File: src/rtl/countdown_timer_pkg.sv
// Shared definitions for the MM:SS countdown timer: state encoding, BCD digit
// limits, MM:SS packing and the load saturation helper.
package countdown_timer_pkg;

  typedef enum logic [1:0] {
    ST_IDLE    = 2'd0,
    ST_RUNNING = 2'd1,
    ST_PAUSED  = 2'd2,
    ST_DONE    = 2'd3
  } state_t;

  localparam int DIGIT_W = 4;
  localparam int MMSS_W  = 16;

  localparam logic [3:0] DIGIT_MAX_UNITS = 4'd9;
  localparam logic [3:0] DIGIT_MAX_TENS  = 4'd5;

  // Bit positions of each digit inside the packed {m_tens, m_units, s_tens, s_units} word
  localparam int M_TENS_LSB  = 12;
  localparam int M_UNITS_LSB = 8;
  localparam int S_TENS_LSB  = 4;
  localparam int S_UNITS_LSB = 0;

  localparam logic [15:0] MMSS_ZERO = 16'h0000;
  localparam logic [15:0] MMSS_ONE  = 16'h0001;

  function automatic logic [3:0] sat_digit(input logic [3:0] d, input logic [3:0] max);
    logic [3:0] r;
    if (d > max) begin
      r = max;
    end else begin
      r = d;
    end
    return r;
  endfunction

  function automatic logic [15:0] sat_mmss(input logic [15:0] v);
    logic [15:0] r;
    r = MMSS_ZERO;
    r[M_TENS_LSB  +: DIGIT_W] = sat_digit(v[M_TENS_LSB  +: DIGIT_W], DIGIT_MAX_TENS);
    r[M_UNITS_LSB +: DIGIT_W] = sat_digit(v[M_UNITS_LSB +: DIGIT_W], DIGIT_MAX_UNITS);
    r[S_TENS_LSB  +: DIGIT_W] = sat_digit(v[S_TENS_LSB  +: DIGIT_W], DIGIT_MAX_TENS);
    r[S_UNITS_LSB +: DIGIT_W] = sat_digit(v[S_UNITS_LSB +: DIGIT_W], DIGIT_MAX_UNITS);
    return r;
  endfunction

endpackage

File: src/rtl/countdown_timer_bcd_dec_digit.sv
// Combinational single-digit BCD decrementer with borrow; MAX is the value the
// digit wraps to when borrowing through zero (9 for units, 5 for tens).
module bcd_dec_digit
  import countdown_timer_pkg::*;
#(
  parameter logic [3:0] MAX = DIGIT_MAX_UNITS
) (
  input  logic [3:0] digit,
  input  logic       borrow_in,
  output logic [3:0] digit_next,
  output logic       borrow_out
);

  // Wrap to MAX and pass the borrow on when decrementing through zero
  always_comb begin
    digit_next = digit;
    borrow_out = 1'b0;
    if (borrow_in) begin
      if (digit == 4'd0) begin
        digit_next = MAX;
        borrow_out = 1'b1;
      end else begin
        digit_next = digit - 4'd1;
        borrow_out = 1'b0;
      end
    end else begin
      digit_next = digit;
      borrow_out = 1'b0;
    end
  end

endmodule

File: src/rtl/countdown_timer.sv
// MM:SS BCD countdown timer with IDLE/RUNNING/PAUSED/DONE control.
// Optional internal tick prescaler enabled by defining COUNTDOWN_PRESCALER_EN.
module countdown_timer
  import countdown_timer_pkg::*;
#(
  parameter int CLKS_PER_TICK = 100000000
) (
  input  logic        clk,
  input  logic        resetn,
  input  logic        tick,
  input  logic        load,
  input  logic [15:0] load_val,
  input  logic        start_stop,
  input  logic        clear,
  output logic [15:0] digits,
  output logic        running,
  output logic        done,
  output logic        done_pulse
);

  state_t      state_r, state_n;
  logic [15:0] digits_r, digits_n;
  logic        running_r, done_r, done_pulse_r, done_pulse_n;
  logic        tick_eff_s;

  logic [15:0] dec_val_s;
  logic        borrow_su_s, borrow_st_s, borrow_mu_s, underflow_s;

`ifdef COUNTDOWN_PRESCALER_EN
  localparam int PRESC_W = (CLKS_PER_TICK > 1) ? $clog2(CLKS_PER_TICK) : 1;
  localparam logic [PRESC_W-1:0] PRESC_LAST = PRESC_W'(CLKS_PER_TICK - 1);

  logic [PRESC_W-1:0] presc_cnt_r;

  // Held at zero outside RUNNING so every entry to RUNNING starts a full tick period
  always_ff @(posedge clk) begin
    if (!resetn) begin
      presc_cnt_r <= {PRESC_W{1'b0}};
    end else if ((state_r != ST_RUNNING) || (presc_cnt_r == PRESC_LAST)) begin
      presc_cnt_r <= {PRESC_W{1'b0}};
    end else begin
      presc_cnt_r <= presc_cnt_r + PRESC_W'(1);
    end
  end

  assign tick_eff_s = (state_r == ST_RUNNING) && (presc_cnt_r == PRESC_LAST);
`else
  localparam bit TICK_CFG_OK = (CLKS_PER_TICK > 0);

  assign tick_eff_s = tick & TICK_CFG_OK;
`endif

  bcd_dec_digit #(.MAX(DIGIT_MAX_UNITS)) u_dec_s_units (
    .digit      (digits_r[S_UNITS_LSB +: DIGIT_W]),
    .borrow_in  (1'b1),
    .digit_next (dec_val_s[S_UNITS_LSB +: DIGIT_W]),
    .borrow_out (borrow_su_s)
  );

  bcd_dec_digit #(.MAX(DIGIT_MAX_TENS)) u_dec_s_tens (
    .digit      (digits_r[S_TENS_LSB +: DIGIT_W]),
    .borrow_in  (borrow_su_s),
    .digit_next (dec_val_s[S_TENS_LSB +: DIGIT_W]),
    .borrow_out (borrow_st_s)
  );

  bcd_dec_digit #(.MAX(DIGIT_MAX_UNITS)) u_dec_m_units (
    .digit      (digits_r[M_UNITS_LSB +: DIGIT_W]),
    .borrow_in  (borrow_st_s),
    .digit_next (dec_val_s[M_UNITS_LSB +: DIGIT_W]),
    .borrow_out (borrow_mu_s)
  );

  bcd_dec_digit #(.MAX(DIGIT_MAX_TENS)) u_dec_m_tens (
    .digit      (digits_r[M_TENS_LSB +: DIGIT_W]),
    .borrow_in  (borrow_mu_s),
    .digit_next (dec_val_s[M_TENS_LSB +: DIGIT_W]),
    .borrow_out (underflow_s)
  );

  // Next state / next digits; priority is clear > load > start_stop > tick
  always_comb begin
    state_n      = state_r;
    digits_n     = digits_r;
    done_pulse_n = 1'b0;
    if (clear) begin
      state_n  = ST_IDLE;
      digits_n = MMSS_ZERO;
    end else if (load && (state_r != ST_RUNNING)) begin
      state_n  = ST_IDLE;
      digits_n = sat_mmss(load_val);
    end else if (start_stop) begin
      case (state_r)
        ST_IDLE: begin
          if (digits_r != MMSS_ZERO) begin
            state_n = ST_RUNNING;
          end else begin
            state_n = ST_IDLE;
          end
        end
        ST_RUNNING: state_n = ST_PAUSED;
        ST_PAUSED:  state_n = ST_RUNNING;
        ST_DONE:    state_n = ST_DONE;
        default:    state_n = ST_IDLE;
      endcase
    end else if (tick_eff_s && (state_r == ST_RUNNING)) begin
      // Reaching zero (or an underflowing borrow, which should not occur) ends the count
      if ((digits_r == MMSS_ONE) || underflow_s) begin
        state_n      = ST_DONE;
        digits_n     = MMSS_ZERO;
        done_pulse_n = 1'b1;
      end else begin
        digits_n = dec_val_s;
      end
    end else begin
      state_n  = state_r;
      digits_n = digits_r;
    end
  end

  // State, digit and output registers
  always_ff @(posedge clk) begin
    if (!resetn) begin
      state_r      <= ST_IDLE;
      digits_r     <= MMSS_ZERO;
      running_r    <= 1'b0;
      done_r       <= 1'b0;
      done_pulse_r <= 1'b0;
    end else begin
      state_r      <= state_n;
      digits_r     <= digits_n;
      running_r    <= (state_n == ST_RUNNING);
      done_r       <= (state_n == ST_DONE);
      done_pulse_r <= done_pulse_n;
    end
  end

  assign digits     = digits_r;
  assign running    = running_r;
  assign done       = done_r;
  assign done_pulse = done_pulse_r;

endmodule

File: config.mk
export PLATFORM = sky130hd
export DESIGN_NAME = countdown_timer
export DESIGN_NICKNAME = d
export VERILOG_FILES = /design/src/rtl/countdown_timer_pkg.sv /design/src/rtl/countdown_timer_bcd_dec_digit.sv /design/src/rtl/countdown_timer.sv
export SDC_FILE = /design/constraint.sdc
export NUM_CORES = 1
export LEC_CHECK = 0
export ABC_CLOCK_PERIOD_IN_PS = 1900
export CAP_MARGIN = 20
export CORE_ASPECT_RATIO = 0.7
export CORE_MARGIN = 4
export CORE_UTILIZATION = 30
export DETAILED_ROUTE_END_ITERATION = 16
export PLACE_DENSITY = 0.53
export SYNTH_ARGS = -nofsm -noshare
export SYNTH_HDL_FRONTEND = slang
export SYNTH_SLANG_ARGS = --single-unit
export TNS_END_PERCENT = 10
File: constraint.sdc
create_clock -name clk -period 1.9 [get_ports clk]
set_clock_uncertainty 0.1 [all_clocks]
set_input_delay 0.38 -clock clk [delete_from_list [all_inputs] [get_ports clk]]
set_output_delay 0.38 -clock clk [all_outputs]
set_load 0.01 [all_outputs]
==> metrics.md <==
| Metric | Value |
|---|---|
| Outcome | complete, no violations |
| Worst Setup Start Kind | register |
| Critical path fanouts, max | 6 |
| Placed Instance Area | 2370 µm² |
| Cell breakdown of the critical path | inv_2, ha_4, or3b_4, nor2_8, a21oi_4, buf_6, a22oi_2, a211oi_2 |
| All-Layer GR Usage | 0.158 |
| Horizontal die dimension | 93.9 µm |
| Dpl cells | 333 |
| Slew HR | 0.634 |
| Final net count | 303 |
| Post-synth design cell area | 1550 µm² |
| Standard-cell rows | 21 |
| Area of the die | 6400 µm² |
| Clock latency on the worst-skew pair | 0.26 ns |
| Final period utilization | 0.974 |
| Total of max-cap violations | 0 |
| Count of port buffers added during placement | 40 |
| Reg clk slew, reported paths | 0.08 ns |
| Avg Inst Size Synth | 8.38 µm² |
| Post-synth top cells | 21 x dfxtp_1, 16 x nand2_1, 16 x nor2_1 |
| Detail-routed via count per cell | 5.06 |
| Gp weighted congestion | 0.808 |
| Antenna-violating nets left | 0 |
| Via count of the first global-routing pass | 1,649 |
| Detailed router's first-iteration violation count | 99 |
| Number of enable-type register cells in the synthesized netlist | 0 |
| Final hold slack | 0.471 ns |
| Finish-stage setup viols | 0 |
| Number of distinct standard cells referenced by the synthesized netlist | 56 |
| Count of H-tree levels built during CTS | 1 |
| Cell types with the largest area share after synthesis | dfxtp_1 27%, ha_1 4.8%, a211oi_1 3.9%, nand2_1 3.9%, nor2_1 3.9% |
| Cells after synthesis | 185 |
| Maximum vdd drop | 0.211 mV |
| Boundary pin count | 41 |
| Worst hold path type | register to register |
| Initial antenna violation count | 0 |
| Effective utilization at floorplan | 0.317 |
| Most instantiated flip-flop cell in the synthesis netlist | dfxtp_1 |
| Power per Cell Area | 532 nW/µm² |
| Total Routed Length | 5020 µm |
| Endpoint kind of the worst setup timing path | register |
| Cell at the slowest stage of the critical path | or3b_4 |
| Wire length of the first global-routing pass | 8050 µm |
| Average wire per standard cell | 14.6 µm |
| Area leader, netlist | dfxtp_1 |
| Yosys Warn Count | 0 |
| Post-synthesis register bit count | 21 |
| DRC violation count after routing | 0 |
| Fin area | 2600 µm² |
| RSZ-0062 raised after global routing | yes |
| CORE AREA | 4890 µm² |
| Post-route minimum period | 1.85 ns |
| Layout overhead on the synthesized area | 67.9% |
| Hold-fix buffers at CTS | 0 |
| Capturing instance or port of the critical path | digits[11]$_SDFFE_PP0P_ |
| R2r setup slk | 0.05 ns |
| Fraction of final layout cells sized beyond drive strength 1 | 0.383 |
| Post-DP HPWL | 3780 µm |
| Total overflow reported by the global router | 0 |
| Standby leakage power | 0.00101 µW |
| Capture instance of the worst register-to-register path | digits[11]$_SDFFE_PP0P_ |
| Hold violation total from the final report | 0 |
| Share of Yosys cell area claimed by the top area cell type | 0.271 |
| Max Buffers Root-to-Sink | 2 |
| Fin. max-slew vios | 0 |
| Filler cells | 476 |
| Class of the most critical setup path | register to register |
| Critical path arrival | 1.90 ns |
| Total inserted antenna cells | 0 |
| Peak per-stage delay on the critical path | 0.41 ns |
| Maximum number of pins on one net before global-route repair | 13 |
| Crit path from | digits[9]$_SDFFE_PP0P_ |
| Pre-antenna DRT Iters | 4 |
| Length in cells of the worst reg-to-reg path | 8 |
| Clock tree from TritonCTS | done |
| Launch instance of the worst register-to-register path | digits[9]$_SDFFE_PP0P_ |
| Net Count, Synth | 213 |
| Clock Tree Root | clkbuf_8 |
| Routed vias | 1,735 |
| Max Clk Rate | 540 MHz |
| Proportion of synthesized chip area in sequential cells | 0.271 |
| Crit path required time | 1.95 ns |
| Die Y | 68.1 µm |
| Tightest Pin Transition | 0.549 ns |
| Layout Cells excl Fill | 343 |
| Leading cell type by number of instances after synthesis | dfxtp_1 |
| Clock sink total | 21 |
| Number of buffers created by CTS | 3 |
| Post-synthesis async set-or-reset flop share | 0 |
-- what timing repair did --
| item | 4_1_cts | 5_1_grt |
|---|---|---|
| gates cloned | 0 | 0 |
| pin swaps | 1 | 18 |
| gates resized for setup | 3 | 33 |
| setup endpoints to repair | 7 | 22 |
| buffers inserted | 3 | 3 |
-- cells in the final DEF, fill, tap and decap left out, types with 2 or more instances in the layout --
cell type        instances
a211oi_1                 8
a211oi_2                 2
a21boi_4                 2
a21oi_1                  8
a22oi_1                  2
a31oi_1                  6
buf_4                   47
buf_6                    3
clkbuf_8                 3
clkdlybuf4s50_1         40
dfxtp_1                 14
dfxtp_2                  6
ha_2                     2
ha_4                     3
inv_1                   10
inv_2                    3
nand2_1                 16
nand3_1                  5
nand3_2                  2
nand3b_1                 3
nor2_1                  16
nor2b_1                  3
nor3_1                   5
nor3b_4                  3
o2111ai_1                2
o21ai_0                  9
o21ai_1                  2
o21ai_2                  4
o31ai_1                  5
or3b_4                   2
-- layout make-up --
class / count / area (µm²) / area share
inverter: 14 / 55.1 / 0.0212
clock inverter: 1 / 5.00 / 0.00192
clock buffer: 3 / 41.3 / 0.0159
timing repair buffer: 91 / 807 / 0.310
tap: 69 / 86.3 / 0.0332
multi-input combinational: 144 / 1180 / 0.452
sequential: 21 / 432 / 0.166
-- where the power goes --
| group | internal, µW | switching (µW) | total [µW] |
|---|---|---|---|
| Combinational | 317 | 290 | 607 |
| Sequential | 456 | 15.5 | 471 |
| Clock | 146 | 159 | 305 |
| Total | 919 | 464 | 1380 |
-- logic make-up (layout without fill, tap and decap cells) --
kind of cell	count (synthesis)	in the layout	synth area share
AOI/OAI and AO/OA	68	68	0.354
buffers and inverters	20	109	0.0557
DFF	21	21	0.271
and+or+nand+nor	69	69	0.265
adders and majority gates	6	6	0.0484
muxes	1	1	0.00646
-- critical path, delay by kind of cell (launching register included) --
| family | cells | cell delay, ns |
|---|---|---|
| fa+ha+maj | 1 | 0.15 |
| buf+inv | 2 | 0.22 |
| compound gates | 3 | 0.32 |
| flops | 1 | 0.33 |
| simple gates | 2 | 0.61 |
-- state kept, by name, summed over array words and instances, names as in the netlist --
signal      flops
digits         16
done            1
done_pulse      1
running         1
state_r         2
-- worst min-delay path by stage --
stage                                        from                       to  slack, ns  depth (start not counted)
after floorplan                             clear          done$_SDFF_PN0_       0.36                          1
after global placement    digits[15]$_SDFFE_PP0P_  digits[15]$_SDFFE_PP0P_       0.48                          2
after detailed placement  digits[15]$_SDFFE_PP0P_  digits[15]$_SDFFE_PP0P_       0.47                          2
after CTS                 digits[15]$_SDFFE_PP0P_  digits[15]$_SDFFE_PP0P_       0.49                          2
after global routing       digits[2]$_SDFFE_PP0P_   digits[2]$_SDFFE_PP0P_       0.49                          2
final                      digits[2]$_SDFFE_PP0P_   digits[2]$_SDFFE_PP0P_       0.47                          2
-- metal layers --
layer / up-vias / wire [µm] / track usage
met5: - / 0 / 0
met2: 46 / 1990 / 0.222
li1: 885 / - / -
met1: 802 / 2690 / 0.242
met4: 0 / 13 / 0.0288
met3: 2 / 315 / 0.0374
-- through the flow --
stage / setup TNS [ns] / total power [µW] / setup WS (ns) / utilization
finish: 0 / 1380 / 0.0497 / 0.533
CTS: 0 / 1340 / 0.00297 / 0.501
detailed placement: -0.960 / 1000 / -0.121 / 0.485
floorplan: 0 / 765 / 0.0137 / -
global route: -0.121 / 1470 / -0.0292 / 0.533
global placement: -0.926 / 1000 / -0.138 / 0.485
Note: power is estimated with default switching activity, not from simulation.
